$ cat config.mk
export PLATFORM = sky130hd
export DESIGN_NAME = decoder_scan_sequencer_flat
export DESIGN_NICKNAME = d
export VERILOG_FILES = /design/src/rtl/decoder_pkg.sv /design/src/rtl/decoder_scan_sequencer_if.sv /design/src/rtl/decoder_scan_sequencer_next_line_finder.sv /design/src/rtl/decoder_scan_sequencer.sv /design/src/flat_wrapper.sv
export SDC_FILE = /design/constraint.sdc
export NUM_CORES = 1
export LEC_CHECK = 0
export ABC_AREA = 1
export CAP_MARGIN = 20
export CORE_MARGIN = 3
export CORE_UTILIZATION = 30
export CTS_CLUSTER_SIZE = 12
export DETAILED_ROUTE_END_ITERATION = 10
export PLACE_DENSITY = 0.47
export RECOVER_POWER = 50
export SLEW_MARGIN = 30
export SYNTH_ARGS = -nofsm -noshare
export SYNTH_HDL_FRONTEND = slang
export SYNTH_SLANG_ARGS = --single-unit
export TNS_END_PERCENT = 1
$ cat constraint.sdc
create_clock -name clk -period 7.1 [get_ports clk]
set_clock_uncertainty 0.15 [all_clocks]
set_input_delay 1.42 -clock clk [delete_from_list [all_inputs] [get_ports clk]]
set_output_delay 1.42 -clock clk [all_outputs]
set_load 0.005 [all_outputs]
$ cat src/rtl/decoder_pkg.sv
// Shared constants and state encoding for the decoder scan sequencer.
`timescale 1ns/1ps
package decoder_pkg;
    localparam int SEL_W     = 4;
    localparam int NUM_LINES = 16;

    typedef enum logic [1:0] {IDLE, DRIVE, GAP} scan_state_t;
endpackage

$ cat src/rtl/decoder_scan_sequencer_if.sv
// Control/status bundle between a scan requester and the decoder scan sequencer.
`timescale 1ns/1ps
interface decoder_scan_sequencer_if #(parameter int DWELL_W = 8);
    import decoder_pkg::*;

    logic                 start;
    logic                 stop;
    logic                 mode_cont;
    logic [NUM_LINES-1:0] line_mask;
    logic [DWELL_W-1:0]   dwell;
    logic [SEL_W-1:0]     sel_out;
    logic                 en_out;
    logic                 busy;
    logic                 done;

    modport master (output start, stop, mode_cont, line_mask, dwell,
                    input  sel_out, en_out, busy, done);
    modport slave  (input  start, stop, mode_cont, line_mask, dwell,
                    output sel_out, en_out, busy, done);
endinterface

$ cat src/rtl/decoder_scan_sequencer_next_line_finder.sv
// Combinational search for the next set mask bit above cur and the lowest set bit.
`timescale 1ns/1ps
module next_line_finder
    import decoder_pkg::*;
(
    input  logic [NUM_LINES-1:0] mask,
    input  logic [SEL_W-1:0]     cur,
    output logic [SEL_W-1:0]     nxt,
    output logic                 found_above,
    output logic [SEL_W-1:0]     lowest
);
    // Walk downwards so the last hit written is the lowest qualifying index.
    always_comb begin
        nxt         = '0;
        found_above = 1'b0;
        lowest      = '0;
        for (int i = NUM_LINES - 1; i >= 0; i--) begin
            if (mask[i]) begin
                lowest = SEL_W'(i);
                if (i > int'(cur)) begin
                    nxt         = SEL_W'(i);
                    found_above = 1'b1;
                end
            end
        end
    end
endmodule

$ cat src/rtl/decoder_scan_sequencer.sv
// Scans enabled decoder lines in ascending order with a programmable dwell and a
// fixed blanking gap, so sel_out only moves while en_out is low.
`timescale 1ns/1ps
module decoder_scan_sequencer
    import decoder_pkg::*;
#(
    parameter int DWELL_W    = 8,
    parameter int GAP_CYCLES = 1
) (
    input  logic                     clk,
    input  logic                     rst_n,
    decoder_scan_sequencer_if.slave  bus
);
    if (GAP_CYCLES < 1 || GAP_CYCLES > 255) begin : g_bad_gap
        $error("GAP_CYCLES must be in 1..255");
    end

    localparam logic [7:0] GAP_LOAD = 8'(GAP_CYCLES - 1);

    scan_state_t          state, state_nxt;
    logic [NUM_LINES-1:0] mask_q, find_mask;
    logic [DWELL_W-1:0]   dwell_q, dwell_in_eff, dwell_cnt, dwell_cnt_nxt;
    logic [7:0]           gap_cnt, gap_cnt_nxt;
    logic                 cont_q;
    logic [SEL_W-1:0]     sel_q, sel_nxt, nxt_line, lowest_line;
    logic                 en_q, en_nxt, busy_q, busy_nxt, done_q, done_nxt;
    logic                 found_above, start_ok, dwell_done, gap_done, launch;

    assign dwell_in_eff = (bus.dwell == '0) ? DWELL_W'(1) : bus.dwell;
    assign start_ok     = bus.start && !bus.stop;
    assign launch       = (state == IDLE) && start_ok && (bus.line_mask != '0);
    assign dwell_done   = (dwell_cnt == '0);
    assign gap_done     = (gap_cnt == 8'd0);
    // In IDLE the live mask is searched so the first line is ready at the start edge.
    assign find_mask    = (state == IDLE) ? bus.line_mask : mask_q;

    next_line_finder u_finder (
        .mask        (find_mask),
        .cur         (sel_q),
        .nxt         (nxt_line),
        .found_above (found_above),
        .lowest      (lowest_line)
    );

    always_ff @(posedge clk or negedge rst_n) begin
        if (!rst_n) begin
            state     <= IDLE;
            mask_q    <= '0;
            dwell_q   <= '0;
            cont_q    <= 1'b0;
            dwell_cnt <= '0;
            gap_cnt   <= 8'd0;
            sel_q     <= '0;
            en_q      <= 1'b0;
            busy_q    <= 1'b0;
            done_q    <= 1'b0;
        end else begin
            state     <= state_nxt;
            dwell_cnt <= dwell_cnt_nxt;
            gap_cnt   <= gap_cnt_nxt;
            sel_q     <= sel_nxt;
            en_q      <= en_nxt;
            busy_q    <= busy_nxt;
            done_q    <= done_nxt;
            if (launch) begin
                mask_q  <= bus.line_mask;
                dwell_q <= dwell_in_eff;
                cont_q  <= bus.mode_cont;
            end
        end
    end

    always_comb begin
        state_nxt = state;
        case (state)
            IDLE:    if (launch) state_nxt = DRIVE;
            DRIVE: begin
                if (bus.stop)                     state_nxt = IDLE;
                else if (dwell_done)              state_nxt = (found_above || cont_q) ? GAP : IDLE;
            end
            GAP: begin
                if (bus.stop)                     state_nxt = IDLE;
                else if (gap_done)                state_nxt = DRIVE;
            end
            default:                              state_nxt = IDLE;
        endcase
    end

    always_comb begin
        sel_nxt       = sel_q;
        en_nxt        = 1'b0;
        done_nxt      = 1'b0;
        busy_nxt      = (state_nxt != IDLE);
        dwell_cnt_nxt = dwell_cnt;
        gap_cnt_nxt   = gap_cnt;
        case (state)
            IDLE: begin
                if (launch) begin
                    sel_nxt       = lowest_line;
                    en_nxt        = 1'b1;
                    dwell_cnt_nxt = dwell_in_eff - DWELL_W'(1);
                end else if (start_ok) begin
                    done_nxt = 1'b1;
                end
            end
            DRIVE: begin
                if (!bus.stop) begin
                    if (!dwell_done) begin
                        en_nxt        = 1'b1;
                        dwell_cnt_nxt = dwell_cnt - DWELL_W'(1);
                    end else if (found_above) begin
                        sel_nxt     = nxt_line;
                        gap_cnt_nxt = GAP_LOAD;
                    end else if (cont_q) begin
                        sel_nxt     = lowest_line;
                        gap_cnt_nxt = GAP_LOAD;
                    end else begin
                        done_nxt = 1'b1;
                    end
                end
            end
            GAP: begin
                if (!bus.stop) begin
                    if (gap_done) begin
                        en_nxt        = 1'b1;
                        dwell_cnt_nxt = dwell_q - DWELL_W'(1);
                    end else begin
                        gap_cnt_nxt = gap_cnt - 8'd1;
                    end
                end
            end
            default: ;
        endcase
    end

    assign bus.sel_out = sel_q;
    assign bus.en_out  = en_q;
    assign bus.busy    = busy_q;
    assign bus.done    = done_q;
endmodule

$ cat src/flat_wrapper.sv
// flat-port wrapper written by rule: the top's interface ports become plain ports
module decoder_scan_sequencer_flat import decoder_pkg::*;
#(
    parameter int DWELL_W    = 8,
    parameter int GAP_CYCLES = 1
)
  (clk, rst_n, bus_start, bus_stop, bus_mode_cont, bus_line_mask, bus_dwell, bus_sel_out, bus_en_out, bus_busy, bus_done);
  decoder_scan_sequencer_if #(.DWELL_W(DWELL_W)) bus_i ();
  input  logic clk;
  input  logic rst_n;
  input wire logic [$bits(bus_i.start)-1:0] bus_start;
  input wire logic [$bits(bus_i.stop)-1:0] bus_stop;
  input wire logic [$bits(bus_i.mode_cont)-1:0] bus_mode_cont;
  input wire logic [$bits(bus_i.line_mask)-1:0] bus_line_mask;
  input wire logic [$bits(bus_i.dwell)-1:0] bus_dwell;
  output wire logic [$bits(bus_i.sel_out)-1:0] bus_sel_out;
  output wire logic [$bits(bus_i.en_out)-1:0] bus_en_out;
  output wire logic [$bits(bus_i.busy)-1:0] bus_busy;
  output wire logic [$bits(bus_i.done)-1:0] bus_done;
  assign bus_i.start = bus_start;
  assign bus_i.stop = bus_stop;
  assign bus_i.mode_cont = bus_mode_cont;
  assign bus_i.line_mask = bus_line_mask;
  assign bus_i.dwell = bus_dwell;
  assign bus_sel_out = bus_i.sel_out;
  assign bus_en_out = bus_i.en_out;
  assign bus_busy = bus_i.busy;
  assign bus_done = bus_i.done;
  decoder_scan_sequencer #(.DWELL_W(DWELL_W), .GAP_CYCLES(GAP_CYCLES)) u_core (.clk(clk), .rst_n(rst_n), .bus(bus_i));
endmodule
# [Yosys cells after proc, flatten, opt, wreduce, memory -nomap -nowiden]
# Index checks and enable logic that the tools add are counted.
[totals] register_bits=50 in_bits=29 output_inout_bits=7 wordCells=173
[op_classes] add_sub_neg=4 n_lt_le_gt_ge=15 n_eq_ne=10 mux=117 reduce_logical=17
[op_table] op="4-bit two-way mux" n=51
[op_table] op="8-bit two-way mux" n=12
[op_table] op="1-bit two-way mux" n=41
[op_table] op="4-bit greater-than comparator (first input constant)" n=8
[op_table] op="8-bit by 1-bit subtractor with 8-bit output (second input constant)" n=4
[op_table] op="8-bit logical NOT" n=3
[op_table] op="8-bit one-hot mux with 3 select lines" n=1
[op_table] op="3-bit by 4-bit greater-than comparator with 1-bit output (first input constant)" n=4
[op_table] op="16-bit two-way mux" n=1
[op_table] op="8-bit one-hot mux with 2 select lines" n=1
[op_table] op="16-bit nonzero test" n=1
[op_table] op="2-bit two-way mux" n=6
[op_table] op="6-bit AND reduction" n=2
[op_table] op="2-bit by 4-bit greater-than comparator with 1-bit output (first input constant)" n=2
[op_table] op="2-bit inequality test (second input constant)" n=4
[op_table] op="4-bit one-hot mux with 2 select lines" n=1
[op_table] op="2-bit by 1-bit inequality test with 1-bit output (second input constant)" n=3
[op_table] op="2-bit one-hot mux with 3 select lines" n=1
[op_table] op="2-bit nonzero test" n=3
[op_table] op="5-bit AND reduction" n=1
[op_table] op="1-bit by 4-bit greater-than comparator with 1-bit output (first input constant)" n=1
[op_table] op="1-bit logical AND" n=3
[op_table] op="3-bit by 1-bit inequality test with 1-bit output (second input constant)" n=1
[op_table] op="1-bit one-hot mux with 3 select lines" n=1
[op_table] op="7 further kinds" n=7

# [Depth between registers and ports, before layout]
[logic_depth] depth_word=37 mapped_depth=23

# [By module]
# Synthesis repeated with hierarchy kept, for this count alone.
[unflattened] cells_unflattened=509 area_unflattened_um2=3435.8
[modules_own_cells] module="decoder_scan_sequencer" n_inst=1 cells_each=402 area_each_um2=2956.6
[modules_own_cells] module="next_line_finder" n_inst=1 cells_each=107 area_each_um2=479.2

# [Worst setup path before layout]
# Ideal clock, no wire load.
[synth_path] kind="input to register" start="input port bus_dwell[7]" end="register u_core.dwell_cnt[6]" setup_time_ns=0.134 arrival_time_ns=2.665 slack_ns=4.151 cell_stages=10 path_buffers=0 cell_sequence="inv_1 -> nand3_1 -> nor3_1 -> a31o_2 -> o21ai_0 -> ha_1 -> nand3b_1 -> nor3_1 -> xor2_1 -> o21ai_0"
[synth_between] elab_chain_len=5
[synth_lines] item="from (decl)" line="flat_wrapper.sv:15" source="input wire logic [$bits(bus_i.dwell)-1:0] bus_dwell;"
[synth_lines] item="8-bit logical NOT" line="decoder_scan_sequencer.sv:29" source="assign dwell_in_eff = (bus.dwell == '0) ? DWELL_W'(1) : bus.dwell;"
[synth_lines] item="8-bit two-way mux" line="decoder_scan_sequencer.sv:29"
[synth_lines] item="8-bit by 1-bit subtractor with 8-bit output" line="decoder_scan_sequencer.sv:101" source="dwell_cnt_nxt = dwell_in_eff - DWELL_W'(1);"
[synth_lines] item="8-bit two-way mux" line="decoder_scan_sequencer.sv:98" source="if (launch) begin"
[synth_lines] item="8-bit one-hot mux with 3 select lines" line="decoder_scan_sequencer.sv:96" source="case (state)"
[synth_lines] item="to (signal assigned)" line="decoder_scan_sequencer.sv:59" source="dwell_cnt <= dwell_cnt_nxt;"
[synth_lines] item="to (decl)" line="decoder_scan_sequencer.sv:22" source="logic [DWELL_W-1:0] dwell_q, dwell_in_eff, dwell_cnt, dwell_cnt_nxt;"
# No other way between the ends. The select of a mux whose other input is x is not followed.
# A chain may end at the register's enable or synchronous reset.

# [Worst setup path in the final report]
[layout_path] start="input port bus_line_mask[12]" end="register u_core.dwell_cnt[4]"
[layout_between] elab_chain_len=4
[layout_lines] item="from (decl)" line="flat_wrapper.sv:14" source="input wire logic [$bits(bus_i.line_mask)-1:0] bus_line_mask;"
[layout_lines] item="16-bit nonzero test" line="decoder_scan_sequencer.sv:31" source="assign launch = (state == IDLE) && start_ok && (bus.line_mask != '0);"
[layout_lines] item="1-bit logical AND" line="decoder_scan_sequencer.sv:31"
[layout_lines] item="2-bit by 1-bit inequality test with 1-bit output (no source line)"
[layout_lines] item="6-bit AND reduction (no source line)"
# No other way between the ends.

==> flow_metrics.env <==
export IMPL_timing_final_max_slew_violations=51
export IMPL_timing_hold_worst_class="flip-flop to flip-flop"
export IMPL_seqCellArea_um2=1250
export IMPL_initial_core_util=0.316
export IMPL_yosys_cell_types_count=47
export IMPL_cts_inserted_buffers=5
export IMPL_cts_sinks=50
export IMPL_fin_area_um2=3910
export IMPL_timing_hold_violations_final=0
export IMPL_cpPeakStageDelay_ns=0.55
export IMPL_maxCapViolations=1
export IMPL_pin_count_of_the_biggest_net_entering_global_routing=51
export IMPL_pre_cts_slack_ns=2.90
export IMPL_arrival_ns=3.93
export IMPL_syn_instance_count=477
export IMPL_cts_root_buf="sky130_fd_sc_hd__clkbuf_8"
export IMPL_synth_edf_count=0
export IMPL_crit_path_frequent_cell="sky130_fd_sc_hd__nand2_1"
export IMPL_clk_insertion_delay_late_ns=0.30
export IMPL_floorplan_die_width_um=112
export IMPL_commonest_cells_after_routing_fill_and_taps_aside="147 x sky130_fd_sc_hd__nand2_1, 68 x sky130_fd_sc_hd__inv_1, 54 x sky130_fd_sc_hd__o21ai_0"
export IMPL_drtIter0Drc=191
export IMPL_post_route_cells_drive_above_1_share=0.0744
export IMPL_die_height_um=112
export IMPL_synth_top_cell_area_share=0.374
export IMPL_synthDominantAreaCellType="sky130_fd_sc_hd__dfrtp_1"
export IMPL_synth_ff_type="sky130_fd_sc_hd__dfrtp_1"
export IMPL_global_route_usage_total=0.147
export IMPL_yosys_warnings=0
export IMPL_post_synth_and_or_nand_nor_area_fraction=0.297
export IMPL_placed_cells_incl_taps=639
export IMPL_post_layout_nonfiller_instances=647
export IMPL_first_global_vias=3017
export IMPL_yosysSeqAreaShare=0.374
export IMPL_core_region_area_um2=10600
export IMPL_port_buffers=35
export IMPL_synth_top_cells_by_area="sky130_fd_sc_hd__dfrtp_1 37%, sky130_fd_sc_hd__nand2_1 16%, sky130_fd_sc_hd__o21ai_0 8.1%"
export IMPL_setup_repair_after_global_routing_missed_its_margin="false"
export IMPL_worst_setup_path_end_kind="flip-flop"
export IMPL_synth_xor_area_frac=0.0209
export IMPL_synth_fp_nets=512
export IMPL_dieArea_um2=12500
export IMPL_htreeDepth=2
export IMPL_hpwlAfterDp_um=6900
export IMPL_antenna_diode_count=0
export IMPL_power_density_cell_area_nw_per_um2=389
export IMPL_rows=37
export IMPL_synth_fa_ha_area_frac=0.0224
export IMPL_netlist_area_um2=3350
export IMPL_postCtsHoldBufs=0
export IMPL_number_of_vias_after_detailed_routing=3095
export IMPL_ctsResizeCount=0
export IMPL_post_dp_cell_area_um2=3810
export IMPL_crit_slowest_cell="sky130_fd_sc_hd__nor4_1"
export IMPL_power_leakage_nw=1.89
export IMPL_max_frequency_mhz=257
export IMPL_main_combinational_cell_family_by_area_after_synthesis="simple AND/OR/NAND/NOR gates"
export IMPL_post_drt_wl_per_cell_um=13.8
export IMPL_violations_in_the_final_reports="max-capacitance violations, max-slew violations"
export IMPL_final_nets=545
export IMPL_worst_path_max_fanout=38
export IMPL_power_mw=1.52
export IMPL_fin_crit_ns=3.90
export IMPL_worst_setup_path_start_kind="input port"
export IMPL_most_common_cell_after_layout_fill_and_taps_aside="sky130_fd_sc_hd__nand2_1"
export IMPL_synth_compound_area_frac=0.181
export IMPL_drc_errors=0
export IMPL_gpl_final_weighted_congestion=0.835
export IMPL_muxShareOfSynthArea=0
export IMPL_post_route_worst_setup_slack_ns=3.20
export IMPL_clock_transition_time_at_the_flip_flop_clock_pins_of_the_worst_setup_and_hold_paths_ns=0.10
export IMPL_setup_tns_ns=0
export IMPL_tightestPinTransition_ns=2.84
export IMPL_design_portCount=36
export IMPL_grt_pass1_wl_um=15100
export IMPL_synth_async_sr_flop_share=1.00
export IMPL_cts_setup_buffers=0
export IMPL_slew_headroom=-0.896
export IMPL_reg2reg_slack_ns=4.04
export IMPL_path_class="input port to flip-flop"
export IMPL_detail_routed_via_count_per_cell=4.78
export IMPL_cts_tree="done"
export IMPL_drt_first_pass_iters=4
export IMPL_ant_nets=0
export IMPL_multi_input_area_um2=1750
export IMPL_total_detailed_routing_wirelength_um=8950
export IMPL_overflow_after_grt=0
export IMPL_fillCellCount=1145
export IMPL_area_growth_syn_to_layout_pct=16.8
export IMPL_synth_seq_cells=50
export IMPL_status="finished, violations left"
export IMPL_crit_required_ns=7.13
export IMPL_synth_avg_cell_area_um2=7.02
export IMPL_ir_drop_worst_vdd_uv=139
export IMPL_ctsLongestPathBuffers=2
export IMPL_min_period_over_period=0.549
export IMPL_crit_chain="clkdlybuf4s50_1 -> nor4_1 -> nand4_1 -> nand2_1 -> buf_4 -> nand2_1 -> nand3_1 -> inv_1 -> nand2_1 -> o21ai_0"
export IMPL_finalSetupViolations=0
export IMPL_antenna_violations_before_repair=0
[path summary, 6_finish.rpt]
kind                                   start                    end  depth (start not counted)
max                        bus_line_mask[12]    u_core.dwell_cnt[4]                         10
min                        u_core.dwell_q[1]      u_core.dwell_q[1]                          2
max reg2reg                  u_core.state[0]  u_core.bus.sel_out[3]                         16
min reg2reg                u_core.dwell_q[1]      u_core.dwell_q[1]                          2
max in group asynchronous              rst_n    u_core.dwell_cnt[7]                          2
min in group asynchronous              rst_n       u_core.mask_q[3]                          2
[per-layer routing]
| layer | vias up | track usage | wire [um] |
|---|---|---|---|
| met5 | - | 0 | 0 |
| met4 | 0 | 0.0324 | 104 |
| met3 | 8 | 0.0239 | 279 |
| met2 | 45 | 0.257 | 4390 |
| met1 | 1444 | 0.190 | 4170 |
| li1 | 1598 | - | - |
[flip-flops by register name, summed over array words and instances, names as in the netlist]
name,cells
u_core.dwell_q,8
u_core.gap_cnt,8
u_core.mask_q,16
u_core.bus.en_out,1
u_core.state,2
u_core.bus.sel_out,4
u_core.dwell_cnt,8
u_core.bus.done,1
u_core.bus.busy,1
u_core.cont_q,1
[worst max-delay path, delay by kind of cell]
family | cells | cell delay [ns]
buf+inv | 3 | 0.99
compound gates | 1 | 0.08
simple gates | 6 | 1.42
[area by class of cell]
cell class	instances	area share
Tap cell	136	0.0435
Clock buffer	7	0.0195
Multi-Input combinational cell	342	0.446
Inverter	73	0.0700
Clock inverter	1	0.00768
Sequential cell	50	0.320
Timing Repair Buffer	38	0.0931
[Yosys cell counts, drive strengths merged, types with 2 or more instances]
cell type	number
ha	6
buf	9
nand4	6
clkbuf	3
xnor2	3
xor2	5
or2	2
nand3	13
a21oi	17
o211ai	2
dfrtp	50
o32ai	2
nor4	7
nand2	151
nor3	4
nor2	39
nand3b	2
o221ai	2
o21ai	66
o21a	3
a31oi	3
inv	73
o31ai	2
[report_power, final]
group	switching (mW)	total (mW)	internal, mW
Sequential	0.0818	0.483	0.401
Combinational	0.536	0.835	0.299
Clock	0.0980	0.204	0.106
Total	0.716	1.52	0.806
[cell families after synthesis]
family | Yosys count
AO/OA/AOI/OAI | 103
buffers and inverters | 85
flip-flops | 50
XOR/XNOR | 8
adder cells (fa/ha/maj) | 6
AND/OR/NAND/NOR | 225
[through the flow]
step / hold WS [ns] / util
after floorplan: 0.298 / -
after global routing: 0.371 / 0.369
final: 0.343 / 0.369
after detailed placement: 0.320 / 0.359
after global placement: 0.320 / 0.359
after CTS: 0.346 / 0.369
Note: power is estimated with default switching activity, not from simulation.
